==> src/rtl/pcie_tlp_regs.sv <==
// pcie_tlp_regs
// -------------
// Completer for host MMIO traffic on the pcie_x1 core's 16-bit VC0 TLP ports.
// It decodes 1-DW MRd32/MWr32 requests that hit BAR0. Writes land in a small
// register file that drives the LEDs. Reads are answered with a CplD.
//
// Register map (address bits [3:2]):
//   0 = LED (bits 7:0, zero-extended on read)
//   1 = scratch (32 bits)
//   2 = ID_VALUE (read-only)
//   3 = reads 0
//
// Optional feature macro: PCIE_TLP_REGS_UR_EN
//   defined   : ur_np / ur_p pulse for one cycle on unsupported requests
//   undefined : ur_np / ur_p tied low, unsupported requests dropped silently
//
// Ports:
//   clk, rstn                 125 MHz core clock, async active-low reset
//   rx_data/rx_st/rx_end      receive TLP words, MS header word first
//   rx_bar_hit                BAR hit, valid with rx_st (bit 0 = BAR0)
//   tx_req/tx_rdy             transmit request / grant
//   tx_data/tx_st/tx_end      transmit TLP words
//   bus_num/dev_num/func_num  completer ID
//   led                       LED register
//   ur_np/ur_p                unsupported non-posted / posted pulses
//   drop_cnt                  MRd dropped while the completion slot was busy (saturating)
//   rx_state_dbg/tx_state_dbg FSM state observation
//
// Handshake: tx_req rises when a completion is pending and holds until tx_rdy
// is sampled high. The TLP then goes out on the next 8 consecutive cycles,
// with tx_st on the first word and tx_end on the last. No back-pressure is
// applied once sending has started.

module pcie_tlp_regs #(
    parameter logic [31:0] ID_VALUE  = 32'h5749_4747,
    parameter logic [7:0]  LED_RESET = 8'hFE
) (
    input  logic        clk,
    input  logic        rstn,
    input  logic [15:0] rx_data,
    input  logic        rx_st,
    input  logic        rx_end,
    input  logic [6:0]  rx_bar_hit,
    output logic        tx_req,
    input  logic        tx_rdy,
    output logic [15:0] tx_data,
    output logic        tx_st,
    output logic        tx_end,
    input  logic [7:0]  bus_num,
    input  logic [4:0]  dev_num,
    input  logic [2:0]  func_num,
    output logic [7:0]  led,
    output logic        ur_np,
    output logic        ur_p,
    output logic [7:0]  drop_cnt,
    output logic [1:0]  rx_state_dbg,
    output logic [1:0]  tx_state_dbg
);

    localparam logic [1:0] RX_IDLE = 2'd0;
    localparam logic [1:0] RX_HDR  = 2'd1;
    localparam logic [1:0] RX_DATA = 2'd2;
    localparam logic [1:0] RX_DEC  = 2'd3;

    localparam logic [1:0] TX_IDLE = 2'd0;
    localparam logic [1:0] TX_REQ  = 2'd1;
    localparam logic [1:0] TX_SEND = 2'd2;

    logic [1:0]  rx_state, tx_state;
    logic [2:0]  rx_idx;
    logic        bar0_q;
    logic [7:0]  fmt_type;
    logic [9:0]  len;
    logic [15:0] req_id;
    logic [7:0]  tag;
    logic [3:0]  fbe;
    logic [4:0]  addr_lo;      // address bits [6:2]
    logic [15:0] dw_hi, dw_lo; // data words 6 and 7
    logic        end5;         // rx_end landed on word 5

    logic [7:0]  led_q;
    logic [31:0] scratch;

    logic        slot_full;
    logic [15:0] slot_rid;
    logic [7:0]  slot_tag;
    logic [4:0]  slot_addr;
    logic [31:0] slot_data;
    logic [3:0]  tx_cnt;
    logic [15:0] cpl_w [8];

    logic        in_dec, hdr_mrd, hdr_mwr, rd_hit, wr_hit;
    logic [31:0] wdata, rd_data;
    logic        unused_bar_bits;

    assign unused_bar_bits = ^rx_bar_hit[6:1];

    // ---------------- receive capture ----------------
    // A fmt[1]=1 request must end on word 7; anything else that ends on
    // word 5 or 7 reaches RX_DEC and is classified there. Early or missing
    // rx_end drops the TLP here without reaching RX_DEC.
    always_ff @(posedge clk or negedge rstn) begin
        if (!rstn) begin
            rx_state <= RX_IDLE;
            rx_idx   <= 3'd0;
            bar0_q   <= 1'b0;
            fmt_type <= 8'h00;
            len      <= 10'd0;
            req_id   <= 16'h0000;
            tag      <= 8'h00;
            fbe      <= 4'h0;
            addr_lo  <= 5'd0;
            dw_hi    <= 16'h0000;
            dw_lo    <= 16'h0000;
            end5     <= 1'b0;
        end else if (rx_st) begin
            fmt_type <= rx_data[15:8];
            bar0_q   <= rx_bar_hit[0];
            rx_idx   <= 3'd1;
            rx_state <= rx_end ? RX_IDLE : RX_HDR;
        end else begin
            case (rx_state)
                RX_HDR: begin
                    case (rx_idx)
                        3'd1: len <= rx_data[9:0];
                        3'd2: req_id <= rx_data;
                        3'd3: begin
                            tag <= rx_data[15:8];
                            fbe <= rx_data[3:0];
                        end
                        3'd5: addr_lo <= rx_data[6:2];
                        default: ;
                    endcase
                    rx_idx <= rx_idx + 3'd1;
                    if (rx_idx == 3'd5) begin
                        end5 <= rx_end;
                        if (rx_end) rx_state <= fmt_type[6] ? RX_IDLE : RX_DEC;
                        else        rx_state <= RX_DATA;
                    end else if (rx_end) begin
                        rx_state <= RX_IDLE;
                    end
                end
                RX_DATA: begin
                    if (rx_idx == 3'd6) begin
                        dw_hi  <= rx_data;
                        rx_idx <= 3'd7;
                        if (rx_end) rx_state <= RX_IDLE;
                    end else begin
                        dw_lo    <= rx_data;
                        rx_state <= rx_end ? RX_DEC : RX_IDLE;
                    end
                end
                RX_DEC:  rx_state <= RX_IDLE;
                default: rx_state <= RX_IDLE;
            endcase
        end
    end

    // ---------------- decode ----------------
    always_comb begin
        in_dec  = (rx_state == RX_DEC);
        hdr_mrd = (fmt_type == 8'h00) && (len == 10'd1) && end5;
        hdr_mwr = (fmt_type == 8'h40) && (len == 10'd1) && !end5;
        rd_hit  = in_dec && bar0_q && hdr_mrd;
        wr_hit  = in_dec && bar0_q && hdr_mwr;
        wdata   = {dw_lo[7:0], dw_lo[15:8], dw_hi[7:0], dw_hi[15:8]};
        case (addr_lo[1:0])
            2'd0:    rd_data = {24'h0, led_q};
            2'd1:    rd_data = scratch;
            2'd2:    rd_data = ID_VALUE;
            default: rd_data = 32'h0;
        endcase
    end

`ifdef PCIE_TLP_REGS_UR_EN
    logic unsup;
    assign unsup = in_dec && !(rd_hit || wr_hit);
    assign ur_p  = unsup && fmt_type[6];
    assign ur_np = unsup && !fmt_type[6];
`else
    assign ur_p  = 1'b0;
    assign ur_np = 1'b0;
`endif

    // ---------------- register file ----------------
    always_ff @(posedge clk or negedge rstn) begin
        if (!rstn) begin
            led_q   <= LED_RESET;
            scratch <= 32'h0;
        end else if (wr_hit) begin
            case (addr_lo[1:0])
                2'd0: if (fbe[0]) led_q <= wdata[7:0];
                2'd1: begin
                    for (int b = 0; b < 4; b++)
                        if (fbe[b]) scratch[8*b +: 8] <= wdata[8*b +: 8];
                end
                default: ;
            endcase
        end
    end

    // ---------------- completion slot and transmit ----------------
    always_comb begin
        cpl_w[0] = 16'h4A00;
        cpl_w[1] = 16'h0001;
        cpl_w[2] = {bus_num, dev_num, func_num};
        cpl_w[3] = 16'h0004;
        cpl_w[4] = slot_rid;
        cpl_w[5] = {slot_tag, 1'b0, slot_addr, 2'b00};
        cpl_w[6] = {slot_data[7:0], slot_data[15:8]};
        cpl_w[7] = {slot_data[23:16], slot_data[31:24]};
    end

    always_ff @(posedge clk or negedge rstn) begin
        if (!rstn) begin
            slot_full <= 1'b0;
            slot_rid  <= 16'h0;
            slot_tag  <= 8'h0;
            slot_addr <= 5'd0;
            slot_data <= 32'h0;
            drop_cnt  <= 8'h00;
            tx_state  <= TX_IDLE;
            tx_cnt    <= 4'd0;
            tx_req    <= 1'b0;
            tx_st     <= 1'b0;
            tx_end    <= 1'b0;
            tx_data   <= 16'h0;
        end else begin
            // Read data is sampled here, before any same-cycle write lands.
            if (rd_hit) begin
                if (slot_full) begin
                    if (drop_cnt != 8'hFF) drop_cnt <= drop_cnt + 8'd1;
                end else begin
                    slot_full <= 1'b1;
                    slot_rid  <= req_id;
                    slot_tag  <= tag;
                    slot_addr <= addr_lo;
                    slot_data <= rd_data;
                end
            end
            case (tx_state)
                TX_IDLE: begin
                    if (rd_hit && !slot_full) begin
                        tx_state <= TX_REQ;
                        tx_req   <= 1'b1;
                    end
                end
                TX_REQ: begin
                    if (tx_rdy) begin
                        tx_req   <= 1'b0;
                        tx_st    <= 1'b1;
                        tx_data  <= cpl_w[0];
                        tx_cnt   <= 4'd1;
                        tx_state <= TX_SEND;
                    end
                end
                TX_SEND: begin
                    tx_st <= 1'b0;
                    if (tx_cnt == 4'd8) begin
                        tx_data   <= 16'h0;
                        tx_end    <= 1'b0;
                        slot_full <= 1'b0;
                        tx_state  <= TX_IDLE;
                    end else begin
                        tx_data <= cpl_w[tx_cnt[2:0]];
                        tx_end  <= (tx_cnt == 4'd7);
                        tx_cnt  <= tx_cnt + 4'd1;
                    end
                end
                default: tx_state <= TX_IDLE;
            endcase
        end
    end

    assign led          = led_q;
    assign rx_state_dbg = rx_state;
    assign tx_state_dbg = tx_state;

endmodule

==> config.mk <==
export PLATFORM = sky130hd
export DESIGN_NAME = pcie_tlp_regs
export DESIGN_NICKNAME = d
export VERILOG_FILES = /design/src/rtl/pcie_tlp_regs.sv
export SDC_FILE = /design/constraint.sdc
export NUM_CORES = 1
export LEC_CHECK = 0
export CORE_UTILIZATION = 25
export CTS_CLUSTER_SIZE = 40
export DETAILED_ROUTE_END_ITERATION = 6
export PLACE_DENSITY = 0.48
export RECOVER_POWER = 100
export SYNTH_ARGS = -nofsm -noshare
export SYNTH_HDL_FRONTEND = slang
export SYNTH_SLANG_ARGS = --single-unit
==> constraint.sdc <==
create_clock -name clk -period 4.8 [get_ports clk]
set_input_delay 1.2 -clock clk [delete_from_list [all_inputs] [get_ports clk]]
set_output_delay 1.2 -clock clk [all_outputs]
set_load 0.03 [all_outputs]
# --- Word level (Yosys, flattened, before mapping) ---
# Cells that the tools add are included.
classes:
  add_sub_neg: 3
  n_lt_le_gt_ge: 1
  bitwise: 4
  reduce_logical: 34
  n_eq_ne: 22
  n_mux: 35
ops:
  columns: ["op", "count"]
  rows:
  - ["$pmux W32 S3", 1]
  - ["$mux W16", 4]
  - ["$bmux W16 S3", 1]
  - ["$reduce_and A3 Y1", 15]
  - ["$pmux W16 S2", 1]
  - ["$mux W2", 10]
  - ["$eq A10 B1 Y1 const B", 1]
  - ["$add A8 B1 Y8 const B", 1]
  - ["$eq A2 B2 Y1 const B", 4]
  - ["$eq A8 B7 Y1 const B", 1]
  - ["$logic_and A1 B1 Y1", 8]
  - ["$logic_not A8 Y1", 1]
  - ["$mux W1", 8]
  - ["$mux W4", 2]
  - ["$ne A2 B2 Y1 const B", 4]
  - ["$ne A8 B8 Y1 const B", 1]
  - ["$pmux W4 S2", 1]
  - ["$eq A2 B1 Y1 const B", 3]
  - ["$eq A3 B2 Y1 const B", 2]
  - ["$eq A3 B3 Y1 const B", 2]
  - ["$mux W3", 2]
  - ["$pmux W2 S3", 1]
  - ["$pmux W3 S2", 1]
  - ["$reduce_and A2 Y1", 3]
  - ["15 further kinds", 21]
totals:
  in_bits: 44
  word_cells: 128
  ff_bits: 225
  out_inout_bits: 41

# --- Longest topological paths before layout ---
logic_depth:
  depth_word: 7
  depth_mapped: 9
  depth_no_buf: 6

# --- Worst setup path after synthesis ---
# Ideal clock, no wire load.
synth_path:
  kind: "input to register"
  from: "input rx_st"
  to: "register req_id[10]"
  slack_ns: 2.004
  n_path_buf: 3
  arrival_ns: 2.671
  cell_stages: 6
  required_time_ns: 4.675
  setup_time_ns: 0.125
  cell_sequence: "clkbuf_1 > nor2_1 > and3_1 > clkbuf_1 > clkbuf_1 > mux2_2"
synth_via:
  elab_chain_len: 2
synth_rtl:
  columns: ["item", "line", "source"]
  rows:
  - ["start, declared", "41", "input logic rx_st,"]
  - ["$not A1 Y1 (no source line)", null, null]
  - ["$reduce_and A3 Y1 (no source line)", null, null]
  - ["end signal, assigned", "126", "3'd2: req_id <= rx_data;"]
  - ["end, declared", "74", "logic [15:0] req_id;"]
# No other way between the ends.
# A chain may end at the register's enable or synchronous reset.

# --- Worst setup path in the final report ---
layout_path:
  from: "input rx_st"
  to: "register req_id[2]"
# Same word-level chain as after synthesis.

==> run summary <==
Status -> complete, but fails checks
Violated checks -> max-capacitance violations, max-slew violations
# H-tree levels -> 1
Clock power share -> 45.8%
DP Worst Slack -> 1.52 ns
Clk buf depth -> 3
Core ar. -> 38700 um2
Drt pass-1 iters -> 4
Post-synth EDFFs -> 0
1st-iter DRT viols -> 242
CP required -> 5.20 ns
Largest net degree at the start of global routing -> 87
Starting Density -> 25.4%
Overall Power -> 4.26 mW
Max-Cap Viols -> 4
YS warnings -> 0
Die H -> 200 um
Num CTS Buffers -> 26
Critical path class -> primary input to register
Worst setup EP type -> register
Fin nets -> 890
Resized cells post-CTS -> 0
Top FF cell, synth -> dfrtp_1
DR vias -> 6234
Vias in the first global route -> 6338
Power per Cell Area -> 356 nW/um2
Combinational share of power -> 6.1%
Number of setup buffers added after CTS -> 0
Number of synthesized register bits -> 225
Slew @ Worst Pin -> 2.26 ns
CTS tree -> built
DIE AREA -> 40200 um2
Static leakage -> 5.49 nW
Synthesized cell area -> 9840 um2
Switching Share -> 22.9%
Mapped Cells -> 760
First-pass GRT wire length -> 38500 um
Clock Sinks -> 225
Hpwl dp -> 16300 um
Overflow after GRT -> 0
Final ANT Viol Nets -> 0
Clk Latency, worst-skew pair -> 0.54 ns
RSZ-0062 raised after global routing -> false
Hold Crit Class -> register to register
Gr usage total -> 12.2%
Final slew viol count -> 127
Filler cells -> 3979
CP Max Fanout -> 17
Std cell rows -> 72
Ratio of final minimum period to clock period -> 77.6%
Final Hold Violating Endpoints -> 0
WL/cell -> 17.7 um
Max_slew headroom -> -50.7%
Post-Route Skew -> 0.0228 ns
CP arrival -> 4.13 ns
Clk slew on worst S/H paths -> 0.06 ns
Sequential fraction of the synthesis area -> 57.3%
Final setup TNS -> 0 ns
Part of the power in registers -> 48.1%
NetSw -> 0.974 mW
Area grow syn2layout -> 21.8%
Vias per cell -> 4.54
Max Clk Rate -> 269 MHz
DIE WIDTH -> 200 um
Min cycle time layout -> 3.72 ns
# IOs -> 85
Cts hold-fix bufs -> 0
Number of diodes -> 0
Final setup fails -> 0
Root Buffer -> clkbuf_16
Worst vdd ir -> 0.000227 V
Post-layout instance area -> 12000 um2
Async SR Flop Fraction -> 100%
Worst setup SP type -> primary input
Gpl congestion -> 0.741
Internal power -> 3.29 mW
Share of layout cells above drive strength 1 -> 23.1%
Count of different cell masters after synthesis -> 56
Syn_area_per_cell -> 12.9 um2
Setup WS post-layout -> 1.08 ns
Placed Area -> 11200 um2
Initial antenna violation count -> 1
WL final -> 24400 um
Hold Path Stages -> 1
DR DRC count -> 0
Reg2Reg Depth -> 5
Port bufs -> 76
## layout make-up
type | instances | area, um2 | area share, %
Tap cell | 518 | 648 | 5.41
Timing Repair Buffer | 89 | 863 | 7.20
Clock inverter | 7 | 100 | 0.835
Multi-Input combinational cell | 459 | 3850 | 32.2
Sequential cell | 225 | 5640 | 47.1
Inverter | 35 | 131 | 1.10
Clock buffer | 41 | 747 | 6.23
## cells by family (layout without fill, tap and decap cells)
group,after synthesis,in the layout,share of synthesized area (%)
DFF,225,225,57.3
muxes,210,210,23.8
and+or+nand+nor,126,126,6.80
AOI/OAI and AO/OA,103,103,6.92
buffers and inverters,77,172,3.10
adders and majority gates,10,10,1.27
xor gates and xnor gates,8,8,0.712
other,1,2,0.0381
## worst paths after layout
kind | start | to | slack [ns]
hold reg to reg | tx_data[1]$_DFFE_PN0P_ | tx_data[1]$_DFFE_PN0P_ | 0.47
setup / recovery | rx_st | req_id[2]$_DFFE_PN0P_ | 1.08
max in group asynchronous | rstn | led[3]$_DFFE_PN1P_ | 2.01
hold / removal | tx_data[1]$_DFFE_PN0P_ | tx_data[1]$_DFFE_PN0P_ | 0.47
min in group asynchronous | rstn | drop_cnt[6]$_DFFE_PN0P_ | 1.33
setup reg to reg | rx_state_dbg[1]$_DFF_PN0_ | scratch[13]$_DFFE_PN0P_ | 1.19
## cells in the mapped netlist (11+ instances only)
library cell	n	area [um2]
a21oi_1	24	120
clkbuf_1	27	101
dfrtp_1	218	5460
inv_1	35	131
mux2_1	35	394
mux2_2	140	1580
mux2i_1	33	330
nand2_1	42	158
nor2_1	19	71.3
nor2b_1	16	100
nor3_1	11	55.1
o21ai_0	20	100
## placed cells by master (no fill, tap or decap), types with 9 or more instances in the layout
cell and count:
dfrtp_1 218, mux2_2 140, nand2_1 42, dlygate4sd3_1 41
inv_1 35, mux2_1 35, clkdlybuf4s50_1 34, mux2i_1 33
clkbuf_16 26, a21oi_1 24, o21ai_0 21, nor2_1 19
nor3_1 16, nor2b_1 15, clkbuf_1 15, o22ai_1 10
ha_1 10, a22oi_1 9
## critical path, stage by stage
cell and delay (ns):
dlygate4sd3_1 0.53, clkbuf_1 0.40, nor2_1 0.32, and3_1 0.19, clkbuf_1 1.03, mux2_2 0.43
## per-layer routing
metal / track usage [%] / share of wire (%)
met3: 1.92 / 3.5
met1: 18.5 / 51
met4: 2.78 / 2.0
met2: 18.1 / 43
met5: 0 / 0.049
## state kept, by name, indices dropped and copies added, names as in the netlist, 2 cells and up
signal / cells
led: 8
scratch: 32
tx_cnt: 4
rx_state_dbg: 2
addr_lo: 5
rx_idx: 3
dw_hi: 16
req_id: 16
tx_data: 16
slot_data: 32
slot_rid: 16
tx_state_dbg: 2
slot_addr: 5
tag: 8
fmt_type: 8
dw_lo: 16
slot_tag: 8
len: 10
drop_cnt: 8
fbe: 4
## per-stage QoR
step / instances / hold slack (ns) / util [%]
after floorplan: 761 / 0.452 / -
after global placement: 1326 / 0.464 / 28.9
after detailed placement: 1326 / 0.471 / 28.9
after CTS: 1374 / 0.465 / 31.1
after global routing: 1374 / 0.499 / 30.9
final: 1374 / 0.474 / 30.9
## power by group through the flow
stage                     Clock, mW  Combinational, mW  Sequential (mW)
final                          1.95              0.260             2.05
after global routing           2.09              0.290             2.06
after CTS                      2.02              0.273             2.05
after detailed placement          0              0.272             2.09
after global placement            0              0.267             2.08
after floorplan                   0              0.149             2.06
(Power assumes the default switching activity.)
